==> config.mk <==
export PLATFORM = sky130hd
export DESIGN_NAME = seg7_display_driver
export DESIGN_NICKNAME = d
export VERILOG_FILES = /design/src/rtl/seg7_pkg.sv /design/src/rtl/seg7_display_driver_hex_to_seg7.sv /design/src/rtl/seg7_display_driver.sv
export SDC_FILE = /design/constraint.sdc
export NUM_CORES = 1
export LEC_CHECK = 0
export ABC_CLOCK_PERIOD_IN_PS = 4110
export CAP_MARGIN = 20
export CORE_MARGIN = 8
export CORE_UTILIZATION = 40
export DETAILED_ROUTE_END_ITERATION = 6
export SYNTH_ARGS = -nofsm -noshare
export SYNTH_HDL_FRONTEND = slang
export SYNTH_HIERARCHICAL = 1
export SYNTH_SLANG_ARGS = --single-unit
==> constraint.sdc <==
create_clock -name clk -period 4.11 [get_ports clk]
set_clock_uncertainty 0.2 [all_clocks]
set_input_delay 0.6165 -clock clk [delete_from_list [all_inputs] [get_ports clk]]
set_output_delay 0.6165 -clock clk [all_outputs]
set_load 0.03 [all_outputs]
==> src/rtl/seg7_pkg.sv <==
// Shared constants and types for the scanning seven-segment display driver.
// Segment patterns are active-low {g,f,e,d,c,b,a}.
package seg7_pkg;

    localparam int unsigned NUM_DIGITS = 8;
    localparam logic [6:0]  SEG_BLANK  = 7'h7F;

    // Entry n is the active-low pattern for hex digit n.
    localparam logic [15:0][6:0] HEX_SEG = {
        7'h0E, 7'h06, 7'h21, 7'h46, 7'h03, 7'h08, 7'h10, 7'h00,
        7'h78, 7'h02, 7'h12, 7'h19, 7'h30, 7'h24, 7'h79, 7'h40
    };

    typedef struct packed {
        logic [NUM_DIGITS-1:0] an;
        logic [6:0]            seg;
        logic                  dp;
    } seg7_out_t;

    // Position of the highest non-zero nibble; 0 when the word is all zero.
    function automatic logic [2:0] msd_of(input logic [31:0] word);
        logic [2:0] m;
        m = 3'd0;
        for (int i = 0; i < NUM_DIGITS; i++) begin
            if (word[4*i +: 4] != 4'h0) m = 3'(i);
        end
        return m;
    endfunction

endpackage

==> src/rtl/seg7_display_driver_hex_to_seg7.sv <==
// Combinational nibble to active-low seven-segment decoder.
module hex_to_seg7
    import seg7_pkg::*;
(
    input  logic [3:0] nib,
    output logic [6:0] seg
);

    assign seg = HEX_SEG[nib];

endmodule

==> src/rtl/seg7_display_driver.sv <==
// Time-multiplexed eight-digit hex display driver with per-frame snapshot,
// freeze and leading-zero blanking.
module seg7_display_driver
    import seg7_pkg::*;
#(
    parameter int unsigned REFRESH_DIV = 100000
) (
    input  logic                  clk,
    input  logic                  reset,
    input  logic [31:0]           display_data,
    input  logic                  freeze,
    input  logic                  blank_lz,
    output logic [NUM_DIGITS-1:0] an,
    output logic [6:0]            seg,
    output logic                  dp
);

    localparam int unsigned DIV_W = $clog2(REFRESH_DIV);

    logic [DIV_W-1:0] div_cnt;
    logic [2:0]       idx;
    logic [31:0]      snap;
    logic             load_pend;
    seg7_out_t        out_q;

    logic       digit_wrap;
    logic       frame_wrap;
    logic       do_load;
    logic [2:0] msd;
    logic       blank;
    logic [3:0] nib;
    logic [6:0] dec_seg;

    assign digit_wrap = (div_cnt == DIV_W'(REFRESH_DIV - 1));
    assign frame_wrap = digit_wrap && (idx == 3'd7);
    assign do_load    = (frame_wrap || load_pend) && !freeze;

    assign msd   = msd_of(snap);
    assign blank = blank_lz && (idx > msd);
    assign nib   = snap[{idx, 2'b00} +: 4];

    hex_to_seg7 u_dec (
        .nib (nib),
        .seg (dec_seg)
    );

    always_ff @(posedge clk) begin
        if (reset) begin
            div_cnt   <= '0;
            idx       <= 3'd0;
            snap      <= 32'h0;
            load_pend <= 1'b1;
            out_q     <= '{an: '1, seg: SEG_BLANK, dp: 1'b1};
        end else begin
            div_cnt <= digit_wrap ? '0 : div_cnt + DIV_W'(1);
            if (digit_wrap) idx <= idx + 3'd1;

            // A frame boundary missed while frozen is remembered so the
            // load happens as soon as freeze drops.
            if (do_load) begin
                snap      <= display_data;
                load_pend <= 1'b0;
            end else if (frame_wrap) begin
                load_pend <= 1'b1;
            end

            out_q.an  <= ~(NUM_DIGITS'(1) << idx);
            out_q.seg <= blank ? SEG_BLANK : dec_seg;
            out_q.dp  <= 1'b1;
        end
    end

    assign an  = out_q.an;
    assign seg = out_q.seg;
    assign dp  = out_q.dp;

endmodule
After elaboration in Yosys (flattened, before gate mapping) --
Memories as Yosys holds them, arrays and structs flattened. A register that Yosys moved wholly into a read port is not among the register bits. Cells that the tools add are included.
Storage, ports and cells: register bits 62, memory bits (read-only) 112, output and inout port bits 16, word-level logic and storage cells 39, memories kept 1
Cells by class: $add $sub $neg 2, order comparisons 1, eq/ne operators 2, shift operators 2, multiplexer cells 9, bitwise operators 1, reduce and logical (&&, ||, !) cells 15
Memories:
- (name not given) | depth 16, width 7, read ports 1, clocked after Yosys merged registers in 1, write ports 0, RTL line seg7_display_driver_hex_to_seg7.sv:9 | assign seg = HEX_SEG[nib];
Operators with widths (count):
- indexed part select 32 x 6 -> 4 bit | 1
- nonzero test 4 bit | 7
- 2-to-1 mux 3 bit | 6
- adder 17 x 1 -> 17 bit, second input constant | 1
- == test 17 bit, second input constant | 1
- NOT 8 bit | 1
- left shift 1 x 3 -> 8 bit, first input constant | 1
- OR reduction 2 bit | 2
- adder 3 x 1 -> 3 bit, second input constant | 1
- == test 3 bit, second input constant | 1
- > comparator 3 bit | 1
- logical AND 1 bit | 3
- 2-to-1 mux 1 bit | 3
- nonzero test 2 bit | 1
- zero test 1 bit | 1
- logical OR 1 bit | 1

Depth between registers and ports, before layout --
depth in word-level cells 11, depth in mapped cells 10

Hierarchy --
Netlist, hierarchy kept.
By module, submodules not included:
- seg7_display_driver | times used 1, cells each 330, area each 3273.1 µm², seq. area each 1361.3 µm²
- hex_to_seg7 | times used 1, cells each 32, area each 275.3 µm², seq. area each 0.0 µm²

Worst setup path after synthesis --
Ideal clock, no wire load.
kind flip-flop to flip-flop, start point register idx[0], end point register, netlist name seg[3], library setup time 0.132 ns, data arrival time 2.739 ns, setup slack 1.039 ns, stages on the path, launching flop included 10, path buffers 1, clock period less this slack 3.071 ns, cells stage by stage dfxtp_1 clkbuf_1 mux4_2 nand2_1 nand2_1 inv_1 ha_1 inv_1 mux4_1 or3b_2
Between the ends: elaborated cells between the ends (all ways) 4, classes of those cells order compare (1); shift (1); reduce/logical (2)
RTL lines:
- from (decl) | RTL line seg7_display_driver.sv:21 | logic [2:0] idx;
- from (signal assigned) | RTL line seg7_display_driver.sv:56 | if (digit_wrap) idx <= idx + 3'd1;
- indexed part select 32 x 6 -> 4 bit | RTL line seg7_display_driver.sv:40 | assign nib = snap[{idx, 2'b00} +: 4];
- via nib[0] | RTL line seg7_display_driver.sv:31 | logic [3:0] nib;
The timed path passes the listed nets, and every way through them passes these cells. A chain may end at the register's enable or synchronous reset.

Final worst setup path --
start point register idx[0], end point register, netlist name seg[3]
Between the ends: elaborated cells between the ends (all ways) 4, classes of those cells order compare (1); shift (1); reduce/logical (2)
RTL lines (RTL line):
- indexed part select 32 x 6 -> 4 bit | seg7_display_driver.sv:40
- via nib[0] | seg7_display_driver.sv:31
The timed path passes the listed nets, and every way through them passes these cells.

==> results.md <==
* Run status: finished clean
* Hold_buf cts at 0
* Syn Std Cell Area at 0.00355 mm^2
* N_diodes at 0
* Peak VDD IR at 176 uV
* Vias in the first global route at 2,533
* Final period util at 0.761
* Post-synth top cells: dfxtp_1 (68), nand2b_1 (67), mux2i_1 (37), nor2_1 (32), nand2_1 (23)
* WL final at 7110 um
* Placeable Area at between 0.008 and 0.009 mm^2
* Drt drc at 0
* # clock sinks at 68
* Mean Syn Cell Area at 9.80 um^2
* Launching point of the worst reg2reg path: idx[0]$_SDFFE_PP0P_
* Routed len/inst at 13.8 um
* Cts bufs inserted at 9
* Register area at 0.00136 mm^2
* First-pass GRT wire length at 12,000 um
* Critical path launch point: idx[0]$_SDFFE_PP0P_
* Seq/Total Area, Yosys at 0.384
* Worst Hold Path EP: div_cnt[0]$_SDFF_PP0_
* Largest fanout on the critical path at 11
* Seq cells post-synth at 68
* Critical Path RT at 4.13 ns
* Antenna violations before repair at 0
* Count leader, synth: dfxtp_1
* DP HPWL at 5230 um
* Hold_ws at around 0.27 ns
* Hold Path Class: reg -> reg
* Setup bufs post-CTS at 0
* Total Routing Usage GR at 0.125
* Setup-failing EPs final at 0
* Die Wd at between 100 and 150 um
* Gp weighted congestion at roughly 0.86
* Setup CP Type: reg -> reg
* EDFF count, synth at 0
* Async SR Flop Fraction at 0
* DIE HEIGHT at 110 um
* Worst R2R End: seg[3]$_SDFF_PP1_
* Vias at 2,578
* Setup slack, reg-to-reg at 0.98 ns
* Post-route minimum period at about 3.1 ns
* Critical Path Sink Type: register
* Initial core utilization at 0.409
* Leading area contributor after synthesis: dfxtp_1
* Area grow syn2layout at 19.9%
* Fmax at 0.320 GHz
* Hold path cells at 1
* Synth area leaders: dfxtp_1 (38%), nand2b_1 (12%), mux2i_1 (10%), ha_1 (6.0%), mux4_2 (5.1%)
* Gate Count Post-Synth at between 300 and 400
* Multi-input logic area at 0.00199 mm^2
* Max-cap viol count at 0
* Worst-Margin Slew at 1.02 ns
* Num rows at 34
* # fillers at 840
* Layout cells sized above 1 at 0.0958
* Worst Reg-to-Reg Cells at 8
* Hold Crit Start: div_cnt[0]$_SDFF_PP0_
* Largest net degree at the start of global routing at 82
* Port Buffers at 50
* Fin. Hold Viols at 0
* Clock Path Buffers at 2
* Synth cell types at between 40 and 50
* Setup TNS at 0 ns
* I/O pins at 52
* Synth warn at 6
* Antenna viol nets, final at 0
* CTS tree: done
* Post-CTS Resized at 0
* First DRT Iteration DRCs at between 80 and 90
* Nets@finish at between 400 and 500
* Root Driver: clkbuf_8
* Leakage power at 1.61 nW
* Clock Latency Late Sink at around 0.35 ns
* RSZ-0062 raised after global routing: no
* H-tree Lvls at 3
* Final core utilization at 0.490
* Die footprint at 0.0121 mm^2
* Slew HR at 0.318
* Max Slew Vio Count at 0
* Post-synthesis net count at 415
* Crit path DAT at ~3.2 ns
* Critical Path Source Type: register
* Vias per cell at approximately 5
* GRT overflow at 0
* Top cell type's share of synthesized area at 0.384
* Clk pin slew, worst setup/hold paths at around 0.070 ns
* First-pass DRT Iterations at 4
* Overall power at 1.52 mW
* Power density over cell area at approximately 360 mW/mm^2
* Most used flip-flop cell after synthesis: dfxtp_1
## per-stage QoR
| stage | area (um^2) | instances | setup slack, ns |
|---|---|---|---|
| after floorplan | 3550 | 362 | 1.04 |
| after global placement | 4040 | 501 | 1.06 |
| after detailed placement | 4040 | 501 | 0.954 |
| after CTS | 4250 | 515 | 0.947 |
| after global routing | 4250 | 515 | 0.757 |
| final | 4250 | 515 | 0.980 |
## cell type report
type / count / area share
clock buffers: 10 / 0.0324
clock inverters: 4 / 0.0177
inverters: 13 / 0.0115
multi-input cells: 261 / 0.468
flip-flops and latches: 68 / 0.320
well taps: 108 / 0.0318
repair buffers: 51 / 0.118
## report_power, final
group	total [mW]	internal [mW]	switching, mW
combinational	0.212	0.117	0.0954
clock	0.595	0.351	0.244
sequential	0.712	0.690	0.0222
## cell families after synthesis
logic type                 after synthesis  synth area share
adders and majority gates               17            0.0599
DFF                                     68             0.384
muxes                                   48             0.169
other                                    1           0.00106
buffers and inverters                   33            0.0550
AOI/OAI and AO/OA                       17            0.0391
and+or+nand+nor                        163             0.255
xor gates and xnor gates                15            0.0370
## sequential cells by signal, summed over array words and instances, names as in the netlist
name	flops
idx	3
div_cnt	17
an	8
snap	32
load_pend	1
seg	7
## per-layer routing
| layer | GRT usage | vias to the layer above | wire length [um] |
|---|---|---|---|
| li1 | - | 1309 | - |
| met1 | 0.152 | 1185 | 3280 |
| met2 | 0.197 | 66 | 3260 |
| met3 | 0.0407 | 18 | 422 |
| met4 | 0.0618 | 0 | 149 |
| met5 | 0 | - | 0 |
## worst max-delay path by stage
stage	to	slack, ns	cells past startpoint
floorplan	seg[3]$_SDFF_PP1_	1.04	9
detailed placement	seg[3]$_SDFF_PP1_	0.95	8
CTS	seg[3]$_SDFF_PP1_	0.95	8
finish	seg[3]$_SDFF_PP1_	0.98	8
global placement	seg[3]$_SDFF_PP1_	1.06	8
global route	seg[3]$_SDFF_PP1_	0.76	8
## cells in the final DEF (no fill, tap or decap), types with 2 or more instances in the layout
master            n
nor4_1            9
nor2_1           32
mux2i_1          37
mux4_2            8
nand4_1           5
dfxtp_1          68
or4b_1            2
or4_1             2
nor3_1            4
nand2b_1         67
inv_1            13
ha_1             17
o21ai_0           3
nand2_1          23
a22o_1            2
xnor2_1          13
a21bo_2           3
nand3_1           6
a21oi_1           3
mux2_2            2
clkdlybuf4s50_1  49
xor2_1            2
clkinvlp_4        2
bufinv_16         2
clkbuf_8         10
or3b_2            7
## critical path: stages (launching register included)
cell	delay, ns
dfxtp_1	0.70
mux4_2	0.57
nand2_1	0.08
nand2_1	0.16
inv_1	0.18
ha_1	0.15
inv_1	0.06
mux4_1	0.46
or3b_2	0.44
Power figures use the tool's default switching activity.
